<file path="config.mk">
export PLATFORM = sky130hd
export DESIGN_NAME = multicycle_ctrl_fsm
export DESIGN_NICKNAME = d
export VERILOG_FILES = /design/src/rtl/multicycle_ctrl_fsm.sv
export SDC_FILE = /design/constraint.sdc
export NUM_CORES = 1
export LEC_CHECK = 0
export ABC_CLOCK_PERIOD_IN_PS = 6000
export CORE_ASPECT_RATIO = 1.2
export CORE_MARGIN = 2
export CORE_UTILIZATION = 48
export CTS_CLUSTER_DIAMETER = 60
export DETAILED_ROUTE_END_ITERATION = 16
export PLACE_DENSITY = 0.85
export SLEW_MARGIN = 20
export SYNTH_ARGS = -nofsm -noshare
export SYNTH_HDL_FRONTEND = slang
export SYNTH_SLANG_ARGS = --single-unit
</file>
<file path="constraint.sdc">
create_clock -name clk -period 6 [get_ports clk]
set_input_delay 1.5 -clock clk [delete_from_list [all_inputs] [get_ports clk]]
set_output_delay 1.5 -clock clk [all_outputs]
set_load 0.03 [all_outputs]
</file>
<file path="src/rtl/multicycle_ctrl_fsm.sv">
// multicycle_ctrl_fsm: multicycle MIPS main control, sequencing FETCH/DECODE/EXEC/MEM/WB with memory timeouts.
module multicycle_ctrl_fsm #(
  parameter int MEM_TIMEOUT = 16,
  parameter int CNT_W = 5
) (
  input  logic       clk,
  input  logic       reset,
  input  logic [5:0] opcode,
  input  logic [5:0] funct,
  input  logic [4:0] rs,
  input  logic [4:0] rt,
  input  logic       memReady,
  input  logic       aluZero,
  input  logic       aluNeg,
  output logic [4:0] aluOp,
  output logic       memRead,
  output logic       memWrite,
  output logic       iorD,
  output logic       irWrite,
  output logic       pcWrite,
  output logic       pcSrc,
  output logic       regWrite,
  output logic       regDst,
  output logic       memToReg,
  output logic       illegal,
  output logic       memErr,
  output logic [2:0] state
);
  typedef enum logic [2:0] {FETCH = 3'd0, DECODE = 3'd1, EXEC = 3'd2, MEM = 3'd3, WB = 3'd4} state_t;
  state_t cur, nxt;
  logic [4:0] cls, cls_nxt, dec;
  logic [CNT_W-1:0] cnt, cnt_nxt;
  logic legal, is_load, is_store, is_branch, is_r, taken, timeout;
  always_ff @(posedge clk) begin
    if (reset) begin
      cur <= FETCH;
      cnt <= '0;
      cls <= '0;
    end else begin
      cur <= nxt;
      cnt <= cnt_nxt;
      cls <= cls_nxt;
    end
  end
  always_comb begin
    dec = 5'd0;
    legal = 1'b1;
    case (opcode)
      6'b000000: dec = 5'b00000;
      6'b011100: begin
        dec = 5'b00001;
        legal = (funct == 6'b100000) || (funct == 6'b100001);
      end
      6'b001000, 6'b001001: dec = 5'b00010;
      6'b001010, 6'b001011: dec = 5'b00011;
      6'b001100: dec = 5'b00100;
      6'b001101: dec = 5'b00101;
      6'b001110: dec = 5'b00110;
      6'b100011, 6'b100001: dec = 5'b01000;
      6'b100101: dec = 5'b01001;
      6'b100000: dec = 5'b01010;
      6'b100100: dec = 5'b01011;
      6'b111111: dec = 5'b01100;
      6'b101011: dec = 5'b01101;
      6'b101001: dec = 5'b01110;
      6'b101000: dec = 5'b01111;
      6'b000100: begin
        dec = 5'b10000;
        legal = (rs == 5'd0) && (rt == 5'd0);
      end
      6'b000111: dec = 5'b10101;
      6'b000110: dec = 5'b10110;
      6'b000001: begin
        dec = 5'b10111;
        legal = (rt == 5'd0);
      end
      default: legal = 1'b0;
    endcase
  end
  // Instruction kind follows from the class-code ranges.
  assign is_r      = cls[4:1] == 4'b0000;
  assign is_load   = cls[4:2] == 3'b010;
  assign is_store  = cls[4:2] == 3'b011;
  assign is_branch = cls[4];
  assign taken     = (cls == 5'b10000) ? 1'b1 :
                     (cls == 5'b10101) ? (!aluNeg && !aluZero) :
                     (cls == 5'b10110) ? (aluNeg || aluZero) :
                     (cls == 5'b10111) ? aluNeg : 1'b0;
  assign timeout   = cnt == CNT_W'(MEM_TIMEOUT - 1);
  assign state     = reset ? 3'd0 : 3'(cur);
  always_comb begin
    nxt = cur;
    cnt_nxt = cnt;
    cls_nxt = cls;
    aluOp = 5'd0;
    memRead = 1'b0;
    memWrite = 1'b0;
    iorD = 1'b0;
    irWrite = 1'b0;
    pcWrite = 1'b0;
    pcSrc = 1'b0;
    regWrite = 1'b0;
    regDst = 1'b0;
    memToReg = 1'b0;
    illegal = 1'b0;
    memErr = 1'b0;
    if (!reset) begin
      case (cur)
        FETCH: begin
          memRead = 1'b1;
          if (memReady) begin
            irWrite = 1'b1;
            pcWrite = 1'b1;
            nxt = DECODE;
            cnt_nxt = '0;
          end else if (timeout) begin
            memErr = 1'b1;
            cnt_nxt = '0;
          end else cnt_nxt = cnt + 1'b1;
        end
        DECODE: begin
          illegal = !legal;
          cls_nxt = legal ? dec : cls;
          nxt = legal ? EXEC : FETCH;
        end
        EXEC: begin
          aluOp = cls;
          pcSrc = is_branch;
          pcWrite = is_branch && taken;
          nxt = is_branch ? FETCH : (is_load || is_store) ? MEM : WB;
        end
        MEM: begin
          iorD = 1'b1;
          memRead = is_load;
          memWrite = is_store;
          if (memReady) begin
            nxt = is_load ? WB : FETCH;
            cnt_nxt = '0;
          end else if (timeout) begin
            memErr = 1'b1;
            nxt = FETCH;
            cnt_nxt = '0;
          end else cnt_nxt = cnt + 1'b1;
        end
        WB: begin
          regWrite = 1'b1;
          regDst = is_r;
          memToReg = is_load;
          nxt = FETCH;
        end
        default: nxt = FETCH;
      endcase
      cnt_nxt = (nxt != cur) ? '0 : cnt_nxt;
    end
  end
endmodule
</file>
# Yosys cells after proc, flatten, opt, wreduce, memory -nomap -nowiden

Index checks and enable logic that the tools add are counted.

Bits in registers: 13
Word-level logic and storage cells: 105
Output and inout port bits: 19

$add $sub $neg: 1
Reductions and logical operators: 21
Equal/unequal tests: 35
Multiplexer cells: 45

Operator list:

| kind                  | count |
|---|---|
| $pmux W5 S18          | 1 |
| $eq A6 B6 Y1 const B  | 11 |
| $eq A6 B4 Y1 const B  | 7 |
| $mux W1               | 27 |
| $mux W3               | 8 |
| $eq A5 B5 Y1 const B  | 4 |
| $mux W5               | 4 |
| $reduce_or A19 Y1     | 1 |
| $eq A6 B3 Y1 const B  | 3 |
| $eq A3 B2 Y1 const B  | 4 |
| $pmux W3 S4           | 1 |
| $logic_not A5 Y1      | 2 |
| $reduce_or A2 Y1      | 5 |
| $eq A6 B1 Y1 const B  | 1 |
| $eq A6 B5 Y1 const B  | 1 |
| $logic_not A6 Y1      | 1 |
| $add A5 B1 Y5 const B | 1 |
| $eq A5 B4 Y1 const B  | 1 |
| $logic_not A4 Y1      | 1 |
| $pmux W1 S2           | 2 |
| $pmux W1 S4           | 1 |
| $eq A3 B1 Y1 const B  | 1 |
| $eq A3 B3 Y1 const B  | 1 |
| $logic_and A1 B1 Y1   | 3 |
| 6 further kinds       | 10 |

# Depth between registers and ports, before layout

Word-level depth: 8
Gate-level depth with buffers: 8

# Least setup slack after synthesis

No wires, ideal clock.

Path kind: input port to output port
Start point: input port reset
End point: output port memToReg
Buffers on the path: 1
Required time: 4.500 ns
Arrival time: 3.349 ns
Cell stages on the path: 4
Setup slack: 1.151 ns
Cell sequence: clkbuf_1 -> nor2b_1 -> and2_1 -> nor3b_1

Cells in the longest elaborated chain, start to end: 1

Ends and longest elaborated chain:

| what            | line | source |
|---|---|---|
| start, declared | 7    | `input logic reset,` |
| $mux W1         | 107  | `if (!reset) begin` |
| end, declared   | 24   | `output logic memToReg,` |

Every way passes these cells.

# Worst setup path after layout

Start point: input port opcode[3]
End point: output port illegal

Cells in the longest elaborated chain, start to end: 6

Ends and longest elaborated chain:

| what                                 | line | source |
|---|---|---|
| start, declared                      | 8    | `input logic [5:0] opcode,` |
| $eq A6 B3 Y1 (tied with other cells) | 48   | `case (opcode)` |
| $reduce_or A19 Y1 (no source line)   | --   |  |
| $pmux W1 S4 *                        | 48   |  |
| $logic_not A1 Y1 *                   | 122  | `illegal = !legal;` |
| $mux W1 *                            | 108  | `case (cur)` |
| $mux W1 *                            | 107  |  |
| end, declared                        | 25   | `output logic illegal,` |

Every way passes the cells marked *; elsewhere a longest branch is shown, timed or not.

==> metrics.yaml <==
outcome: "finished clean"
switchingPower_mw: 0.0634
finClkSkew_ps: 10.5
timing.setup.tns_ps: 0
die_h_um: 60.0
grt_usage_pct: 23.0
drcViolationCount: 0
fin_nets: 235
reg2reg_slack_ps: 4210
syn_nets: 201
cts_buffers: 3
r2r_end: "cur[0]$_SDFF_PP0_"
netlist_instances: 173
cp_data_arrival_time_ps: 3930
die_area_sq_mm: 0.00304
wl_per_cell_um: 13.2
cts_root_buf: "clkbuf_4"
ys_types: 49
hp-start: "cnt[4]$_SDFFE_PP0N_"
fin_crit_ps: 5430
antenna_found_initial: 0
grt-ovfl-total: 0
finalWeightedCongestion: 0.881
hold_depth: 2
internal_power_mw: 0.148
drive_gt1_share_pct: 6.31
whs_endpoint: "cnt[4]$_SDFFE_PP0N_"
postCtsHoldBufs: 0
finalHoldViolations: 0
htree_levels: 1
clk_latency_ps: 270
relSlewSlack_pct: 61.0
synth_edf_count: 0
critPathRequiredTime_ps: 4500
areaGrowthSynthToFinish_pct: 35.1
fill_cells: 219
worst_pin_slew_ps: 577
worstRegToRegCells: 6
ys_seq_area_share_pct: 20.8
hold_path.class: "flip-flop to flip-flop"
synth_area_sq_mm: 0.00125
clockPowerShare_pct: 24.9
routed_wl_um: 3150
grt_pass1_vias: 1320
cts_tree: "done"
max-cap-violations: 0
ys.flop_type: "dfxtp_1"
detail-route-antenna-nets: 0
crit_start: "opcode[3]"
grt_pass1_wl_um: 5550
first_iter_violations: 25
grt_max_degree: 19
switching_share_pct: 30.0
cts_setup_buffers: 0
combPwrFrac_pct: 32.4
cp_max_fo: 14
routed_via_density: 5.95
fin_crit_sh_pct: 90.4
num_vias: 1422
path_class: "input port to primary output"
clkSinkCount: 13
pin_count: 46
p_total_mw: 0.212
rsz0062_at_grt: "no"
dp_hpwl_um: 2490
cp-start-kind: "input port"
powerDensity_mw_per_mm2: 125
yosys_warnings: 0
seqPwrFrac_pct: 42.7
fp.dieW_um: 50.6
fmax_mhz: 184
postSynth.asyncResetShare_pct: 0
first_pass_iters: 4
report.final.slew_viol_count: 0
diodes: 0
portBuffers: 44
synth.avg_cell_area_sq_um: 7.24
core_sq_mm: 0.00250
r2r-start: "cnt[0]$_SDFFE_PP0N_"
end_kind: "primary output"
p_leak_nw: 0.598
row_count: 20
clockBufferDepth: 2
postCtsResizedCells: 0
synth.ff_latch_count: 13
start_util_pct: 50.0
max-vdd-ir-drop_mv: 0.0729
setup_viol: 0
path_clk_slew_ps: 80
## power by group through the flow
stage	Clock [mW]	Sequential, mW	Combinational (mW)
2_1_floorplan	0	0.0907	0.0428
3_3_place_gp	0	0.0923	0.0652
3_5_place_dp	0	0.0924	0.0682
4_1_cts	0.0546	0.0903	0.0683
5_1_grt	0.0576	0.0909	0.0751
6_report	0.0528	0.0904	0.0685
## synthesized netlist by cell type, drive strengths merged, types with 3 or more instances
master,number,share of area [%]
a21oi,12,4.8
and2,8,4.0
buf,9,4.3
clkbuf,8,2.4
dfxtp,13,21
inv,4,1.2
mux2i,4,3.2
nand2,8,2.4
nand2b,8,4.0
nand3,3,1.2
nand3b,3,1.8
nor2,15,4.5
nor2b,7,3.5
nor3,8,3.2
nor3b,5,3.0
nor4,4,2.0
nor4b,3,2.1
o21ai,13,5.2
or4b,3,2.7
## layout make-up
| cell class | instances | area [sq um] | share of cell area (%) |
|---|---|---|---|
| clock buffers | 4 | 26.3 | 1.55 |
| flip-flops and latches | 13 | 260 | 15.4 |
| repair buffers | 46 | 455 | 26.9 |
| well taps | 33 | 41.3 | 2.44 |
| multi-input cells | 139 | 893 | 52.8 |
| inverters | 4 | 15.0 | 0.888 |
## routing by layer
layer  track usage, %  share of wire (%)  up-vias
li1                 -                  -      691
met1             25.8                 40      668
met2             44.4                 53       57
met3             2.75                5.8        6
met4             8.49                1.8        0
met5                0                  0        -
## state kept, by name (all words and copies together), names as in the netlist
name,cells
cur,3
cnt,5
cls,5
## kinds of logic (layout without fill, tap and decap cells)
group / after synthesis / in the layout / share of synthesized area [%]
DFF: 13 / 13 / 20.8
buffers and inverters: 21 / 54 / 7.89
adders and majority gates: 1 / 1 / 0.999
and+or+nand+nor: 88 / 88 / 42.6
xor gates and xnor gates: 2 / 2 / 1.40
AOI/OAI and AO/OA: 44 / 44 / 23.2
muxes: 4 / 4 / 3.20
## through the flow
stage | std cells | hold slack, ps | cell area, sq um | utilization (%) | setup slack (ps)
2_1_floorplan | 173 | 424 | 1250 | - | 1150
3_3_place_gp | 235 | 435 | 1670 | 66.6 | 652
3_5_place_dp | 235 | 449 | 1670 | 66.6 | 601
6_report | 239 | 471 | 1690 | 67.6 | 575
5_1_grt | 239 | 485 | 1690 | 67.6 | 395
4_1_cts | 239 | 461 | 1690 | 67.6 | 609
## critical path, cell delays in order
cell	delay (ps)
clkdlybuf4s50_1	760
nand2_1	210
o21a_1	220
o211ai_1	190
nand3_1	150
nor3_1	200
clkdlybuf4s50_1	690
## cells in the final DEF, fill, tap and decap left out, types with 2 or more instances in the layout
cell | synthesis | final
nor4_1 | 4 | 4
buf_4 | 1 | 2
and3_1 | 2 | 2
or4b_1 | 2 | 2
nand2b_1 | 8 | 8
nor3b_1 | 5 | 5
and2_1 | 8 | 8
mux2i_1 | 4 | 4
dfxtp_1 | 13 | 13
clkbuf_4 | 0 | 3
nor3_1 | 8 | 8
or3b_2 | 2 | 2
o21ai_0 | 13 | 13
nor2b_1 | 7 | 7
nand3b_1 | 3 | 3
nand3_1 | 3 | 3
o21a_1 | 2 | 2
nor4b_1 | 3 | 3
clkdlybuf4s50_1 | 0 | 44
a31oi_1 | 2 | 2
nor2_1 | 15 | 15
nand2_1 | 8 | 8
inv_1 | 4 | 4
a21oi_1 | 12 | 12
nand4b_1 | 2 | 2
o211ai_1 | 2 | 2
or2_2 | 2 | 2
and4b_1 | 2 | 2
## worst max-delay path by stage
| stage | endpoint | slack (ps) | cells after the start |
|---|---|---|---|
| finish | illegal | 570 | 7 |
| global route | illegal | 400 | 7 |
| CTS | illegal | 610 | 7 |
| detailed placement | illegal | 600 | 7 |
| global placement | illegal | 650 | 7 |
| floorplan | memToReg | 1150 | 4 |
Note: power is estimated with default switching activity, not from simulation.
